$ cat src/rtl/hist_ctrl.sv
// Frame-level controller for a histogram engine: streams pixels row by row,
// then forwards 256 result bins and checks their total against the frame size.
module hist_ctrl (
    input  logic        clk,
    input  logic        rst,
    input  logic        frame_start,
    input  logic [9:0]  cfg_rows,
    input  logic [9:0]  cfg_cols,
    input  logic [7:0]  s_data,
    input  logic        s_valid,
    output logic        s_ready,
    output logic        h_start,
    output logic [7:0]  h_din,
    output logic        h_din_vld,
    input  logic        h_init_done,
    input  logic        h_cal_row_done,
    input  logic        h_dout_vld,
    input  logic [19:0] h_dout,
    output logic [7:0]  bin_idx,
    output logic [19:0] bin_cnt,
    output logic        bin_vld,
    output logic        hist_done,
    output logic        busy,
    output logic        cfg_err,
    output logic        sum_err
);

    localparam int unsigned DIM_W = 10;
    localparam int unsigned PIX_W = 8;
    localparam int unsigned CNT_W = 20;
    localparam int unsigned ACC_W = 21;
    localparam int unsigned BIN_W = 8;

    typedef enum logic [2:0] {
        IDLE     = 3'd0,
        INIT     = 3'd1,
        ROW      = 3'd2,
        ROW_WAIT = 3'd3,
        READ     = 3'd4,
        DONE     = 3'd5
    } state_t;

    state_t             state;
    state_t             state_next;
    logic [DIM_W-1:0]   cfg_rows_q;
    logic [DIM_W-1:0]   cfg_cols_q;
    logic [DIM_W-1:0]   col_cnt;
    logic [DIM_W-1:0]   row_cnt;
    logic [BIN_W-1:0]   bin_ctr;
    logic [ACC_W-1:0]   acc;
    logic               init_d;

    logic               accept_c;
    logic               reject_c;
    logic               xfer_c;
    logic               col_last_c;
    logic               row_done_c;
    logic               beat_c;
    logic               last_bin_c;
    logic [ACC_W-1:0]   acc_sum_c;
    logic [CNT_W-1:0]   product_c;

    assign col_last_c = (col_cnt == DIM_W'(cfg_cols_q - DIM_W'(1)));
    assign acc_sum_c  = acc + ACC_W'(h_dout);
    assign product_c  = CNT_W'(cfg_rows_q) * CNT_W'(cfg_cols_q);

    // State register
    always_ff @(posedge clk) begin
        if (rst) begin
            state <= IDLE;
        end else begin
            state <= state_next;
        end
    end

    // Next-state and per-cycle strobes
    always_comb begin
        state_next = state;
        accept_c   = 1'b0;
        reject_c   = 1'b0;
        xfer_c     = 1'b0;
        row_done_c = 1'b0;
        beat_c     = 1'b0;
        last_bin_c = 1'b0;
        case (state)
            IDLE: begin
                if (frame_start) begin
                    if ((cfg_rows != '0) && (cfg_cols != '0)) begin
                        accept_c   = 1'b1;
                        state_next = INIT;
                    end else begin
                        reject_c = 1'b1;
                    end
                end
            end
            INIT: begin
                if (init_d && !h_init_done) begin
                    state_next = ROW;
                end
            end
            ROW: begin
                if (s_valid) begin
                    xfer_c = 1'b1;
                    if (col_last_c) begin
                        state_next = ROW_WAIT;
                    end
                end
            end
            ROW_WAIT: begin
                if (h_cal_row_done) begin
                    row_done_c = 1'b1;
                    state_next = (DIM_W'(row_cnt + DIM_W'(1)) == cfg_rows_q) ? READ : ROW;
                end
            end
            READ: begin
                if (h_dout_vld) begin
                    beat_c = 1'b1;
                    if (bin_ctr == BIN_W'(255)) begin
                        last_bin_c = 1'b1;
                        state_next = DONE;
                    end
                end
            end
            DONE: begin
                state_next = IDLE;
            end
            default: begin
                state_next = IDLE;
            end
        endcase
    end

    // Datapath, counters and registered outputs; s_ready/busy track the state being entered
    always_ff @(posedge clk) begin
        if (rst) begin
            cfg_rows_q <= '0;
            cfg_cols_q <= '0;
            col_cnt    <= '0;
            row_cnt    <= '0;
            bin_ctr    <= '0;
            acc        <= '0;
            init_d     <= 1'b0;
            s_ready    <= 1'b0;
            h_start    <= 1'b0;
            h_din      <= '0;
            h_din_vld  <= 1'b0;
            bin_idx    <= '0;
            bin_cnt    <= '0;
            bin_vld    <= 1'b0;
            hist_done  <= 1'b0;
            busy       <= 1'b0;
            cfg_err    <= 1'b0;
            sum_err    <= 1'b0;
        end else begin
            init_d    <= h_init_done;
            h_start   <= accept_c;
            cfg_err   <= reject_c;
            s_ready   <= (state_next == ROW);
            busy      <= (state_next != IDLE);
            h_din_vld <= xfer_c;
            bin_vld   <= beat_c;
            hist_done <= last_bin_c;

            if (accept_c) begin
                cfg_rows_q <= cfg_rows;
                cfg_cols_q <= cfg_cols;
                col_cnt    <= '0;
                row_cnt    <= '0;
                bin_ctr    <= '0;
                acc        <= '0;
                sum_err    <= 1'b0;
            end

            if (xfer_c) begin
                h_din   <= PIX_W'(s_data);
                col_cnt <= col_last_c ? '0 : DIM_W'(col_cnt + DIM_W'(1));
            end

            if (row_done_c) begin
                row_cnt <= DIM_W'(row_cnt + DIM_W'(1));
            end

            if (beat_c) begin
                bin_idx <= bin_ctr;
                bin_cnt <= h_dout;
                bin_ctr <= BIN_W'(bin_ctr + BIN_W'(1));
                acc     <= acc_sum_c;
            end

            // Total of all bins must equal pixels per frame
            if (last_bin_c) begin
                sum_err <= (acc_sum_c != ACC_W'(product_c));
            end
        end
    end

endmodule

$ cat config.mk
export PLATFORM = sky130hd
export DESIGN_NAME = hist_ctrl
export DESIGN_NICKNAME = d
export VERILOG_FILES = /design/src/rtl/hist_ctrl.sv
export SDC_FILE = /design/constraint.sdc
export NUM_CORES = 1
export LEC_CHECK = 0
export BUFFER_PORTS_ARGS = -buffer_cell sky130_fd_sc_hd__buf_4
export CAP_MARGIN = 5
export CORE_MARGIN = 2
export CORE_UTILIZATION = 48
export CTS_BUF_LIST = sky130_fd_sc_hd__clkbuf_4
export DETAILED_ROUTE_END_ITERATION = 12
export GPL_TIMING_DRIVEN = 0
export PLACE_DENSITY_LB_ADDON = 0.3
export SETUP_SLACK_MARGIN = 0.05
export SKIP_LAST_GASP = 1
export SYNTH_ARGS = -nofsm -noshare
export SYNTH_HDL_FRONTEND = slang
export SYNTH_SLANG_ARGS = --single-unit
export TNS_END_PERCENT = 5
$ cat constraint.sdc
create_clock -name clk -period 8.34 [get_ports clk]
set_input_delay 0 -clock clk [delete_from_list [all_inputs] [get_ports clk]]
set_output_delay 0 -clock clk [all_outputs]
set_load 0.02 [all_outputs]
* Word-level counts from Yosys, hierarchy flattened
Index checks and enable logic that the tools add are counted.
Word-level totals: word-level logic and storage cells 81, memories 0, output and inout port bits 44, register bits 117, ROM bits 0, latch bits 0, input port bits 55, memory bits (writable) 0
Operators by class: multiplexer cells 33, add/sub/neg operators 5, reduce and logical (&&, ||, !) cells 12, magnitude comparators 0, equal/unequal tests 9, $mul 1, bitwise logic cells 2, shift operators 0, div/mod/pow operators 0
Operators with widths (number):
- $mux W21 | 2
- $mux W10 | 4
- $mux W3 | 9
- $add A21 B20 Y21 | 1
- $ne A21 B20 Y1 | 1
- $add A10 B1 Y10 const B | 2
- $eq A10 B10 Y1 | 2
- $mul A10 B10 Y20 | 1
- $reduce_bool A10 Y1 | 2
- $mux W8 | 2
- $mux W1 | 15
- $pmux W3 S5 | 1
- $sub A10 B1 Y10 const B | 1
- $eq A3 B2 Y1 const B | 3
- $add A8 B1 Y8 const B | 1
- $eq A8 B8 Y1 const B | 1
- $reduce_bool A2 Y1 | 4
- $eq A3 B1 Y1 const B | 1
- $eq A3 B3 Y1 const B | 1
- $logic_not A3 Y1 | 1
- $reduce_bool A3 Y1 | 1
- $reduce_or A3 Y1 | 1
- $logic_and A1 B1 Y1 | 2
- $not A1 Y1 | 2
- $logic_not A1 Y1 | 1

* Depth between registers and ports, before layout
depth in word-level cells 7, mapped depth 21

* Worst setup path after synthesis
Ideal clock, no wire load.
path type reg-to-reg, start point reg cfg_cols_q[6], end point reg sum_err, stages on the path, launching flop included 19, required time 8.215 ns, arrival 5.116 ns, slack 3.099 ns, library setup time 0.125 ns, cells stage by stage dfxtp_1 > clkbuf_1 > nand2_1 > fa_1 > fa_1 > fa_1 > fa_1 > inv_1 > fa_1 > ha_1 > clkbuf_1 > nand2_1 > nor2_1 > nand3_1 > o311ai_0 > xnor2_1 > xnor2_1 > nor4_2 > a31oi_1
On the way: cells in the longest elaborated chain, start to end 3
Ends and longest elaborated chain:
- start: declaration | RTL line 46 | logic [DIM_W-1:0] cfg_cols_q;
- start signal: assignment | RTL line 166 | cfg_cols_q <= cfg_cols;
- $mul A10 B10 Y20 | RTL line 65 | assign product_c = CNT_W'(cfg_rows_q) * CNT_W'(cfg_cols_q);
- $ne A21 B20 Y1 | RTL line 192 | sum_err <= (acc_sum_c != ACC_W'(product_c));
- $mux W1 | RTL line 191 | if (last_bin_c) begin
- end signal: assignment | RTL line 192
- end: declaration | RTL line 25 | output logic sum_err
No other way between the ends. A chain may end at the register's enable or synchronous reset.

* Worst setup path in the final report
start point reg cfg_rows_q[2], end point reg sum_err
On the way: cells in the longest elaborated chain, start to end 3
Ends and longest elaborated chain:
- start: declaration | RTL line 45 | logic [DIM_W-1:0] cfg_rows_q;
- start signal: assignment | RTL line 165 | cfg_rows_q <= cfg_rows;
- $mul A10 B10 Y20 | RTL line 65
- $ne A21 B20 Y1 | RTL line 192
- $mux W1 | RTL line 191
No other way between the ends.

==> impl_metrics.tcl <==
set metrics [dict create \
    outcome "finished clean" \
    area_delta_synth_final_pct 19.8 \
    yosysMostFrequentCell "nand2_1" \
    hp-start "rst" \
    crit_type "reg -> reg" \
    nets 1526 \
    ioPinCount 99 \
    ys_seq_area_frac 0.245 \
    routedWlPerCell_um 15.2 \
    die_x_um 145 \
    worst_clock_skew_ns 0.0214 \
    ys_ff_latch 117 \
    relSlewSlack 0.272 \
    grt_usage 0.236 \
    tns_ns 0 \
    grt_pass1_vias 8538 \
    min_path_cells 2 \
    dp_cells 1522 \
    cts_sinks 117 \
    rsz0062_at_grt "false" \
    synthDistinctLibCells 72 \
    synth_cells 1160 \
    cts_resized 0 \
    synth.area.top_cells "dfxtp_1 (24%), fa_1 (13%), ha_1 (10%)" \
    synth.largest_area_cell "dfxtp_1" \
    worstRegToRegCells 18 \
    clk_pin_slew_ns 0.13 \
    ys.flop_type "dfxtp_1" \
    core-area_um2 19500 \
    cts_buffers 17 \
    viasPerCell 5.40 \
    synth_edf_count 0 \
    setup-violations-final 0 \
    power_density_nw_per_um2 113 \
    htreeDepth 4 \
    via_count 8685 \
    globalplace.congestion 0.922 \
    cts_tree "yes" \
    cts_setup_buffers 0 \
    clockRootBuffer "clkbuf_4" \
    stdcell_count 1608 \
    route.detailed.drc 0 \
    grt_pass1_wl_mm 41.5 \
    async_reset_ff_frac 0 \
    cp-start-kind "flip-flop" \
    hold_viol 0 \
    drt.antenna.violating_nets 0 \
    arrival_ns 6.47 \
    min_path_type "in -> reg" \
    period_needed_ns 6.05 \
    netlist_area_um2 9580 \
    drive_gt1_frac 0.113 \
    synthTopCellsByCount "nand2_1 (196), dfxtp_1 (117), nor2_1 (90)" \
    hpwlAfterDp_mm 18.7 \
    clock_latency_ns 0.54 \
    r2r-end "sum_err" \
    drt_pass1_iterations 5 \
    start_util 0.490 \
    yosysWarnings 0 \
    die_height_um 145 \
    syn_nets 1357 \
    core.rowCount 51 \
    leakagePower_nw 4.99 \
    min_to "h_din_vld" \
    cap_violations 0 \
    reg2reg_slack_ns 2.29 \
    finalCritPeriodShare 0.725 \
    fmax_mhz 165 \
    r2r-start "cfg_rows_q[2]" \
    cp_max_fo 10 \
    netlist.area_leader.share 0.245 \
    grt-ovfl-total 0 \
    grt_antenna_before_repair 1 \
    wl_mm 24.4 \
    clockBufferDepth 2 \
    grt_start_max_net_pins 17 \
    dr.first_iter.drc_count 470 \
    cp-end-kind "flip-flop" \
    avgSynthCellArea_um2 8.25 \
    io_buffers 97 \
    critPathRequiredTime_ns 8.77 \
    ir_worst_vdd_v 0.0000779 \
    worst_pin_slew_ns 1.09 \
    final_max_slew_viol_count 0 \
    dieArea_um2 21100 \
]
how the worst max path moves through the flow:
stage / from / to
6_report: cfg_rows_q[2] / sum_err
5_1_grt: cfg_cols_q[9] / sum_err
4_1_cts: cfg_cols_q[9] / sum_err
3_5_place_dp: cfg_cols_q[9] / sum_err
3_3_place_gp: cfg_cols_q[9] / sum_err
2_1_floorplan: cfg_cols_q[6] / sum_err
final cells by class:
cell class	count	area, um^2
fillers	1818	8060
multi-input cells	901	6690
flip-flops and latches	117	2340
repair buffers	150	1260
well taps	265	332
inverters	77	289
plain buffers	65	258
clock inverters	14	164
clock buffers	18	135
diodes	1	2.50
per-stage QoR:
stage	worst slack, ns	instance area, um^2	total power [W]	utilization	hold slack, ns
2_1_floorplan	3.10	9580	0.000764	-	0.135
3_3_place_gp	2.41	10600	0.000839	0.545	0.243
3_5_place_dp	2.37	10600	0.000843	0.545	0.248
4_1_cts	2.33	11500	0.00130	0.587	0.0143
5_1_grt	1.83	11500	0.00136	0.587	0.0379
6_report	2.29	11500	0.00130	0.587	0.0448
logic make-up after synthesis:
kind of cell	synth area share
AO/OA/AOI/OAI	0.157
XOR/XNOR	0.0759
buffers and inverters	0.0571
AND/OR/NAND/NOR	0.208
multiplexers	0.0231
flip-flops	0.245
adder cells (fa/ha/maj)	0.235
cell usage in the layout (no fill, tap or decap), types with 18 or more instances in the layout:
cell	synthesis	routed
nor2_1	90	90
dlygate4sd3_1	0	53
a22o_1	20	20
ha_1	79	79
nand2_1	196	196
dfxtp_1	117	117
xnor2_1	50	50
o21ai_0	40	40
fa_1	63	63
inv_1	77	77
and2_1	33	33
buf_4	2	99
xor2_1	26	26
mux2i_1	21	21
nand3_1	33	33
clkbuf_4	0	18
clkbuf_1	55	55
a21oi_1	74	74
flip-flops by register name, summed over array words and instances (netlist names), 3 cells and up:
| signal | flops |
|---|---|
| cfg_rows_q | 10 |
| bin_cnt | 20 |
| row_cnt | 10 |
| cfg_cols_q | 10 |
| acc | 21 |
| bin_ctr | 8 |
| h_din | 8 |
| bin_idx | 8 |
| state | 3 |
| col_cnt | 10 |
repair_timing:
action / in CTS / in global routing
hold buffers: 53 / 0
setup endpoints to repair: 0 / 0
hold endpoints to repair: 55 / 0
power breakdown:
group          leakage [nW]  internal (W)  switching [W]
registers             0.947      0.000568      0.0000107
logic                  3.89      0.000121       0.000154
clock network         0.153      0.000190       0.000254
critical path, cell delays in order (launching register included):
cell      delay, ns
dfxtp_1        0.48
clkbuf_1       0.47
nand2_1        0.14
fa_1           0.48
fa_1           0.53
fa_1           0.52
fa_1           0.56
inv_1          0.06
fa_1           0.43
ha_1           0.29
clkbuf_1       0.27
nand2_1        0.11
nor2_1         0.11
nand3_1        0.08
o311ai_0       0.68
xnor2_1        0.18
xnor2_1        0.17
nor4_2         0.26
a31oi_1        0.10
per-layer routing:
| metal | vias to the layer above | GRT usage | share of wire |
|---|---|---|---|
| met1 | 4149 | 0.322 | 0.47 |
| li1 | 4312 | - | - |
| met2 | 194 | 0.392 | 0.47 |
| met3 | 30 | 0.0340 | 0.042 |
| met4 | 0 | 0.0657 | 0.018 |
| met5 | - | 0 | 0 |
No activity file was read; power rests on OpenSTA's default activity.
